## config.mk

```make
export PLATFORM = sky130hd
export DESIGN_NAME = ex_muldiv_unit_flat
export DESIGN_NICKNAME = d
export VERILOG_FILES = /design/src/rtl/ex_muldiv_unit_pkg.sv /design/src/rtl/ex_muldiv_unit_if.sv /design/src/rtl/ex_muldiv_unit_muldiv_core.sv /design/src/rtl/ex_muldiv_unit.sv /design/src/flat_wrapper.sv
export SDC_FILE = /design/constraint.sdc
export NUM_CORES = 1
export LEC_CHECK = 0
export ABC_AREA = 1
export ABC_CLOCK_PERIOD_IN_PS = 5300
export BUFFER_PORTS_ARGS = -buffer_cell sky130_fd_sc_hd__buf_4
export CAP_MARGIN = 30
export CORE_MARGIN = 5
export CORE_UTILIZATION = 60
export DETAILED_ROUTE_END_ITERATION = 7
export PLACE_DENSITY = 0.82
export REMOVE_ABC_BUFFERS = 1
export SETUP_SLACK_MARGIN = 0.5
export SLEW_MARGIN = 20
export SYNTH_ARGS = -nofsm -noshare
export SYNTH_HDL_FRONTEND = slang
export SYNTH_SLANG_ARGS = --single-unit
```

## constraint.sdc

```tcl
create_clock -name clk -period 5.3 [get_ports clk]
set_input_delay 1.06 -clock clk [delete_from_list [all_inputs] [get_ports clk]]
set_output_delay 1.06 -clock clk [all_outputs]
set_load 0.02 [all_outputs]
```

## src/rtl/ex_muldiv_unit_pkg.sv

```systemverilog
// Shared types for the EX-stage multiply/divide unit: RV32M op codes,
// forwarding selects (same encoding the ALU muxes use), result select and FSM states.
package ex_muldiv_unit_pkg;

  typedef enum logic [2:0] {
    OP_MUL    = 3'd0,
    OP_MULH   = 3'd1,
    OP_MULHSU = 3'd2,
    OP_MULHU  = 3'd3,
    OP_DIV    = 3'd4,
    OP_DIVU   = 3'd5,
    OP_REM    = 3'd6,
    OP_REMU   = 3'd7
  } muldiv_op_t;

  typedef enum logic [1:0] {
    FROM_IDEX  = 2'd0,
    FROM_EXMEM = 2'd1,
    FROM_MEMWB = 2'd2
  } forward_t;

  typedef enum logic [1:0] {
    SEL_LO,
    SEL_HI,
    SEL_Q,
    SEL_R
  } res_sel_t;

  typedef enum logic [1:0] {
    ST_IDLE,
    ST_CALC,
    ST_DONE
  } state_t;

endpackage

```

## src/rtl/ex_muldiv_unit_if.sv

```systemverilog
// Request/result bundle between the EX stage (master) and the muldiv unit (slave).
interface ex_muldiv_unit_if #(
  parameter int WIDTH = 32
);
  import ex_muldiv_unit_pkg::*;

  logic             start;
  muldiv_op_t       op;
  forward_t         opa_fw;
  forward_t         opb_fw;
  logic [WIDTH-1:0] rs1_out;
  logic [WIDTH-1:0] rs2_out;
  logic [WIDTH-1:0] from_exmem;
  logic [WIDTH-1:0] from_memwb;
  logic             flush;
  logic             busy;
  logic             done;
  logic [WIDTH-1:0] result;

  modport master (
    output start, op, opa_fw, opb_fw, rs1_out, rs2_out, from_exmem, from_memwb, flush,
    input  busy, done, result
  );

  modport slave (
    input  start, op, opa_fw, opb_fw, rs1_out, rs2_out, from_exmem, from_memwb, flush,
    output busy, done, result
  );

endinterface

```

## src/rtl/ex_muldiv_unit_muldiv_core.sv

```systemverilog
// Iterative shift-add multiplier / restoring divider on unsigned magnitudes.
// Divider datapath is only built when EX_MULDIV_DIV_EN is defined.
module ex_muldiv_unit_muldiv_core #(
  parameter int WIDTH          = 32,
  parameter int BITS_PER_CYCLE = 1
) (
  input  logic             clk,
  input  logic             rst,
`ifdef EX_MULDIV_DIV_EN
  input  logic             i_is_div,
`endif
  input  logic             i_load,
  input  logic             i_step,
  input  logic [WIDTH-1:0] i_lo_init,
  input  logic [WIDTH-1:0] i_m,
  output logic [WIDTH-1:0] o_hi,
  output logic [WIDTH-1:0] o_lo,
  output logic             o_last
);

  localparam int K  = WIDTH / BITS_PER_CYCLE;
  localparam int CW = (K > 1) ? $clog2(K) : 1;

  logic [WIDTH-1:0] r_hi;
  logic [WIDTH-1:0] r_lo;
  logic [WIDTH-1:0] r_m;
  logic [CW-1:0]    r_cnt;
  logic [WIDTH-1:0] w_hi_next;
  logic [WIDTH-1:0] w_lo_next;

  // hi:lo is the running product; the multiplier is consumed from lo[0]
  function automatic logic [2*WIDTH-1:0] mul_step(input logic [WIDTH-1:0] hi,
                                                  input logic [WIDTH-1:0] lo,
                                                  input logic [WIDTH-1:0] m);
    logic [WIDTH:0] s;
    s = {1'b0, hi} + (lo[0] ? {1'b0, m} : '0);
    return {s[WIDTH:1], s[0], lo[WIDTH-1:1]};
  endfunction

`ifdef EX_MULDIV_DIV_EN
  logic r_is_div;

  // hi is the partial remainder, lo shifts the dividend out and quotient bits in
  function automatic logic [2*WIDTH-1:0] div_step(input logic [WIDTH-1:0] hi,
                                                  input logic [WIDTH-1:0] lo,
                                                  input logic [WIDTH-1:0] m);
    logic [WIDTH:0]   r;
    logic [WIDTH-1:0] q;
    r = {hi, lo[WIDTH-1]};
    q = {lo[WIDTH-2:0], 1'b0};
    if (r >= {1'b0, m}) begin
      r    = r - {1'b0, m};
      q[0] = 1'b1;
    end
    return {r[WIDTH-1:0], q};
  endfunction
`endif

  always_comb begin
    w_hi_next = r_hi;
    w_lo_next = r_lo;
    for (int i = 0; i < BITS_PER_CYCLE; i++) begin
`ifdef EX_MULDIV_DIV_EN
      if (r_is_div) {w_hi_next, w_lo_next} = div_step(w_hi_next, w_lo_next, r_m);
      else
`endif
      {w_hi_next, w_lo_next} = mul_step(w_hi_next, w_lo_next, r_m);
    end
  end

  // The final iteration is consumed combinationally by the owner, so only K-1 are stored
  always_ff @(posedge clk) begin
    if (rst) begin
      r_hi   <= '0;
      r_lo   <= '0;
      r_m    <= '0;
      r_cnt  <= '0;
`ifdef EX_MULDIV_DIV_EN
      r_is_div <= 1'b0;
`endif
    end else if (i_load) begin
      r_hi   <= '0;
      r_lo   <= i_lo_init;
      r_m    <= i_m;
      r_cnt  <= '0;
`ifdef EX_MULDIV_DIV_EN
      r_is_div <= i_is_div;
`endif
    end else if (i_step) begin
      r_hi   <= w_hi_next;
      r_lo   <= w_lo_next;
      r_cnt  <= r_cnt + CW'(1);
    end
  end

  assign o_hi   = w_hi_next;
  assign o_lo   = w_lo_next;
  assign o_last = (r_cnt == CW'(K - 1));

endmodule

```

## src/rtl/ex_muldiv_unit.sv

```systemverilog
// EX-stage RV32M unit: operand forwarding/capture, sign handling and control FSM.
// Define EX_MULDIV_DIV_EN to build the divider and its divide-by-zero/overflow fast path.
module ex_muldiv_unit
  import ex_muldiv_unit_pkg::*;
#(
  parameter int WIDTH          = 32,
  parameter int BITS_PER_CYCLE = 1
) (
  input logic               clk,
  input logic               rst,
  ex_muldiv_unit_if.slave   bus
);

  logic [WIDTH-1:0]   w_a, w_b, w_a_mag, w_b_mag;
  logic [WIDTH-1:0]   w_core_hi, w_core_lo, w_fast_res, w_calc_res;
  logic [2*WIDTH-1:0] w_prod, w_prod_fix;
  logic               w_a_neg, w_b_neg, w_neg, w_is_div, w_fast, w_load, w_core_last;
  res_sel_t           w_sel;

  state_t             r_state;
  res_sel_t           r_sel;
  logic               r_neg, r_busy, r_done;
  logic [WIDTH-1:0]   r_result;

  // Forwarding muxes and magnitude/sign extraction for the requested op
  always_comb begin
    case (bus.opa_fw)
      FROM_EXMEM: w_a = bus.from_exmem;
      FROM_MEMWB: w_a = bus.from_memwb;
      default:    w_a = bus.rs1_out;
    endcase
    case (bus.opb_fw)
      FROM_EXMEM: w_b = bus.from_exmem;
      FROM_MEMWB: w_b = bus.from_memwb;
      default:    w_b = bus.rs2_out;
    endcase
    w_is_div = bus.op[2];
    case (bus.op)
      OP_MUL:                     w_sel = SEL_LO;
      OP_MULH, OP_MULHSU, OP_MULHU: w_sel = SEL_HI;
      OP_DIV, OP_DIVU:            w_sel = SEL_Q;
      default:                    w_sel = SEL_R;
    endcase
    w_a_neg = w_a[WIDTH-1] && (bus.op == OP_MULH || bus.op == OP_MULHSU ||
                               bus.op == OP_DIV  || bus.op == OP_REM);
    w_b_neg = w_b[WIDTH-1] && (bus.op == OP_MULH || bus.op == OP_DIV || bus.op == OP_REM);
    w_neg   = (bus.op == OP_REM) ? w_a_neg : (w_a_neg ^ w_b_neg);
    w_a_mag = w_a_neg ? -w_a : w_a;
    w_b_mag = w_b_neg ? -w_b : w_b;
  end

`ifdef EX_MULDIV_DIV_EN
  always_comb begin
    w_fast     = 1'b0;
    w_fast_res = '0;
    if (w_is_div && (w_b == '0)) begin
      w_fast     = 1'b1;
      w_fast_res = (w_sel == SEL_Q) ? '1 : w_a;
    end else if ((bus.op == OP_DIV || bus.op == OP_REM) &&
                 (w_a == {1'b1, {(WIDTH-1){1'b0}}}) && (&w_b)) begin
      w_fast     = 1'b1;
      w_fast_res = (bus.op == OP_DIV) ? w_a : '0;
    end
  end
`else
  always_comb begin
    w_fast     = w_is_div;
    w_fast_res = '0;
  end
`endif

  assign w_load = bus.start && !bus.flush && (r_state != ST_CALC) && !w_fast;

  ex_muldiv_unit_muldiv_core #(
    .WIDTH          (WIDTH),
    .BITS_PER_CYCLE (BITS_PER_CYCLE)
  ) u_core (
    .clk       (clk),
    .rst       (rst),
`ifdef EX_MULDIV_DIV_EN
    .i_is_div  (w_is_div),
`endif
    .i_load    (w_load),
    .i_step    (r_state == ST_CALC),
    .i_lo_init (w_is_div ? w_a_mag : w_b_mag),
    .i_m       (w_is_div ? w_b_mag : w_a_mag),
    .o_hi      (w_core_hi),
    .o_lo      (w_core_lo),
    .o_last    (w_core_last)
  );

  // Signed multiply high words need the full double-width negation
  always_comb begin
    w_prod     = {w_core_hi, w_core_lo};
    w_prod_fix = r_neg ? -w_prod : w_prod;
    case (r_sel)
      SEL_LO:  w_calc_res = w_prod_fix[WIDTH-1:0];
      SEL_HI:  w_calc_res = w_prod_fix[2*WIDTH-1:WIDTH];
      SEL_Q:   w_calc_res = r_neg ? -w_core_lo : w_core_lo;
      default: w_calc_res = r_neg ? -w_core_hi : w_core_hi;
    endcase
  end

  always_ff @(posedge clk) begin
    if (rst) begin
      r_state  <= ST_IDLE;
      r_sel    <= SEL_LO;
      r_neg    <= 1'b0;
      r_busy   <= 1'b0;
      r_done   <= 1'b0;
      r_result <= '0;
    end else if (bus.flush) begin
      r_state  <= ST_IDLE;
      r_busy   <= 1'b0;
      r_done   <= 1'b0;
    end else begin
      case (r_state)
        ST_CALC: begin
          if (w_core_last) begin
            r_result <= w_calc_res;
            r_done   <= 1'b1;
            r_busy   <= 1'b0;
            r_state  <= ST_DONE;
          end
        end
        default: begin
          r_done <= 1'b0;
          if (bus.start) begin
            r_sel <= w_sel;
            r_neg <= w_neg;
            if (w_fast) begin
              r_result <= w_fast_res;
              r_done   <= 1'b1;
              r_state  <= ST_DONE;
            end else begin
              r_busy   <= 1'b1;
              r_state  <= ST_CALC;
            end
          end else begin
            r_state <= ST_IDLE;
          end
        end
      endcase
    end
  end

  assign bus.busy   = r_busy;
  assign bus.done   = r_done;
  assign bus.result = r_result;

endmodule

```

## src/flat_wrapper.sv

```systemverilog
// flat-port wrapper written by rule: the top's interface ports become plain ports
module ex_muldiv_unit_flat import ex_muldiv_unit_pkg::*;
#(
  parameter int WIDTH          = 32,
  parameter int BITS_PER_CYCLE = 1
)
  (clk, rst, bus_start, bus_op, bus_opa_fw, bus_opb_fw, bus_rs1_out, bus_rs2_out, bus_from_exmem, bus_from_memwb, bus_flush, bus_busy, bus_done, bus_result);
  ex_muldiv_unit_if #(.WIDTH(WIDTH)) bus_i ();
  input logic clk;
  input logic rst;
  input wire logic [$bits(bus_i.start)-1:0] bus_start;
  input wire logic [$bits(bus_i.op)-1:0] bus_op;
  input wire logic [$bits(bus_i.opa_fw)-1:0] bus_opa_fw;
  input wire logic [$bits(bus_i.opb_fw)-1:0] bus_opb_fw;
  input wire logic [$bits(bus_i.rs1_out)-1:0] bus_rs1_out;
  input wire logic [$bits(bus_i.rs2_out)-1:0] bus_rs2_out;
  input wire logic [$bits(bus_i.from_exmem)-1:0] bus_from_exmem;
  input wire logic [$bits(bus_i.from_memwb)-1:0] bus_from_memwb;
  input wire logic [$bits(bus_i.flush)-1:0] bus_flush;
  output wire logic [$bits(bus_i.busy)-1:0] bus_busy;
  output wire logic [$bits(bus_i.done)-1:0] bus_done;
  output wire logic [$bits(bus_i.result)-1:0] bus_result;
  assign bus_i.start = bus_start;
  assign bus_i.op = bus_op;
  assign bus_i.opa_fw = bus_opa_fw;
  assign bus_i.opb_fw = bus_opb_fw;
  assign bus_i.rs1_out = bus_rs1_out;
  assign bus_i.rs2_out = bus_rs2_out;
  assign bus_i.from_exmem = bus_from_exmem;
  assign bus_i.from_memwb = bus_from_memwb;
  assign bus_i.flush = bus_flush;
  assign bus_busy = bus_i.busy;
  assign bus_done = bus_i.done;
  assign bus_result = bus_i.result;
  ex_muldiv_unit #(.WIDTH(WIDTH), .BITS_PER_CYCLE(BITS_PER_CYCLE)) u_core (.clk(clk), .rst(rst), .bus(bus_i));
endmodule
```

==> reports/qor.txt <==
Synthesis Warnings: 0
Nets: 2736
Fmax: 247.5 MHz
Critical Path RT: 5610 ps
Synth-to-layout area growth: 14.15%
Routability Congestion: 1.139
Synth Area in Compound Gates: 20.57%
Root Driver: clkbuf_16
Pin count of the biggest net entering global routing: 86
Total CTS buffers: 17
Die area: 26070 um2
Worst path cell trace: buf_4 > inv_1 > ha_1 > inv_2 > nand3_1 > o21ai_2 > ha_1 > nand3_1 > nor2_2 > nand3_2 > nor2_2 > nand3_2 > nor2_2 > nand2_2 > nor2_2 > nand2_1 > nand2_2 > nand2_1 > nand2_1 > nor3b_1 > o21ai_1
Crit. End Element: flip-flop
DRT Pass-1 Iters: 8
Worst reg2reg setup slack: 1360 ps
Max_cap viols: 0
Status: finished with violations
Crit path top cell by count: nor2_2
Fin crit share: 76.23%
WL/cell: 19.08 um
Total gr overflow: 0
Total Routed Length: 54420 um
DIE WIDTH: 161.5 um
Post-Syn Area: 13760 um2
Synth Area in Simple Gates: 39.18%
Worst reg2reg path endpoint: u_core.bus.result[27]
Layout cells sized above 1: 11.34%
Die height: 161.5 um
Vias in the first global route: 15.99k
CP max stage delay: 670 ps
CP max-delay cell: inv_2
Adder-cell area share of the yosys netlist: 3.964%
Via density: 6.095
Setup violations, final: 0
Synthesis-stage register bit count: 139
Setup repair bufs after CTS: 0
# rows: 55
DR iter-0 viols: 2210
Slew margin rel.: 33.82%
Slew @ Worst Pin: 992.7 ps
Post-synthesis mux area share: 0%
Syn Area/Cell: 5.636 um2
Main combinational cell family by area after synthesis: simple AND/OR/NAND/NOR gates
Final Slew Violations: 0
Clock latency on the worst-skew pair: 440 ps
# port buffers: 172
Clock transition at path regs: 70 ps
Core area: 22640 um2
Worst Hold Launch: u_core.bus.result[28]
# IOs: 173
Sequential fraction of the synthesis area: 20.22%
Pwr/cell area: 218.8 nW/um2
Hold Buf Count CTS: 0
Worst Hold Class: reg -> reg
CTS sink cnt: 139
Leakage power: 0.008159 uW
Failing checks: design-rule violations
Hold Path End: u_core.bus.result[28]
Asr flop ratio synth: 0%
Initial antenna violation count: 0
Main synth FF type: dfxtp_1
Hold-critical path depth: 2
Tmin final: 4040 ps
Post-detail-place hpwl: 43010 um
Commonest cells after routing, fill and taps aside: 791 x nand2_1, 330 x inv_1, 201 x o21ai_0
Unrepaired setup endpoints after global routing: no
Antenna Cells: 0
Total power: 3437 uW
Clock Tree Buf Depth: 2
Crit Path Max Fanout: 61
Crit Path Class: in -> reg
Finished layout cell area: 15710 um2
Total GRT Usage: 40.31%
Crit path DAT: 4350 ps
Number of synthesized flops with an enable pin: 0
Initial core utilization: 60.78%
Number of H-tree levels: 4
Reg2Reg Depth: 22
Worst IR drop on VDD: 235.4 uV
Global-route wire length before repair: 84150 um
Startpoint class of the critical path: primary input
CTS tree: done
Cells after Synth: 2442
Xor and xnor area share after synthesis: 3.864%
Placed cell area: 15130 um2
Vias: 17.38k
Final hold vios: 0
Clock skew: 13.31 ps
Hold Worst Slack: 465.1 ps
Synth cell types: 58
Post-DRT Antenna Nets: 0
Commonest non-fill, non-tap cell in the layout: nand2_1
PostCTS Resize Cnt: 0
DR DRC count: 20
Critical R2R Launch: u_core.u_core.r_lo[0]
[power by group]
part / leakage (uW) / internal [uW] / switching [uW]
registers: 0.00113 / 1090 / 54.9
clock network: 0.000286 / 642 / 571
logic: 0.00674 / 360 / 724
[per-layer routing]
layer / up-vias / GRT usage, % / wire, um
met4: 0 / 27.72 / 4350
met1: 7740 / 49.12 / 20340
met2: 1219 / 65.07 / 24020
met3: 259 / 6.660 / 5711
li1: 8166 / - / -
met5: - / 0 / 0
[through the flow]
| stage | setup slack, ps | utilization (%) | std cells | TNS, ps |
|---|---|---|---|---|
| 4_1_cts | 1313 | 69.38 | 2852 | 0 |
| 6_report | 1260 | 69.38 | 2852 | 0 |
| 5_1_grt | 916.9 | 69.38 | 2852 | 0 |
| 3_3_place_gp | 1040 | 66.80 | 2820 | 0 |
| 3_5_place_dp | 879.5 | 66.81 | 2820 | 0 |
| 2_1_floorplan | -959.5 | - | 2348 | -44360 |
[Yosys cell counts, types with 4 or more instances]
cell,instances,area (um2)
nand2_1,791,2969
inv_1,330,1239
o21ai_0,201,1006
nor2_1,194,728.2
nand3_1,180,900.9
dfxtp_1,139,2783
a21oi_1,136,680.7
clkbuf_1,69,259.0
ha_1,42,525.5
xor2_1,36,315.3
o211ai_1,35,262.8
nand4_1,30,187.7
o21ai_1,29,145.1
a221o_1,23,230.2
xnor2_1,21,183.9
nor3_1,18,90.09
buf_2,17,85.08
nor2_2,16,100.1
o21ai_2,12,105.1
nand2_2,10,62.56
a31oi_1,9,56.30
nand3_2,8,80.08
nand3b_1,8,60.06
inv_2,7,26.28
nor4_1,6,37.54
o22ai_1,6,37.54
a22o_1,5,43.79
a32o_1,4,40.04
and2_1,4,25.02
buf_6,4,45.04
or2_2,4,25.02
[kinds of logic after synthesis]
kind of cell | count (synthesis)
flops | 139
buf+inv | 433
xor+xnor | 59
fa+ha+maj | 43
compound gates | 486
simple gates | 1282
[state kept, by name, summed over array words and instances, names as in the netlist]
| register | cells |
|---|---|
| u_core.u_core.r_hi | 32 |
| u_core.u_core.r_lo | 32 |
| u_core.bus.done | 1 |
| u_core.bus.busy | 1 |
| u_core.r_state | 1 |
| u_core.r_sel | 2 |
| u_core.u_core.r_m | 32 |
| u_core.u_core.r_cnt | 5 |
| u_core.r_neg | 1 |
| u_core.bus.result | 32 |
[worst max path at each step]
stage                          from                      to
CTS                   bus_opb_fw[0]  u_core.u_core.r_lo[28]
finish                bus_opb_fw[0]  u_core.u_core.r_lo[28]
detailed placement    bus_opb_fw[0]  u_core.u_core.r_lo[28]
global placement      bus_opb_fw[0]  u_core.u_core.r_lo[28]
global route          bus_opb_fw[0]  u_core.u_core.r_lo[28]
floorplan           u_core.bus.done    u_core.bus.result[0]
[layout make-up]
cell class                 instances  area, um2
multi-input combinational       1870       9309
fill                            2081       6932
sequential                       139       2784
timing repair buffer             187       1404
inverter                         339       1272
clock buffer                      18      439.2
tap                              285      356.6
clock inverter                    14      143.9
[worst max-delay path, delay by kind of cell]
family | cells | cell delay [ps]
compound gates | 2 | 200
buf+inv | 3 | 790
simple gates | 14 | 1720
fa+ha+maj | 2 | 550
Note: power is estimated with default switching activity, not from simulation.
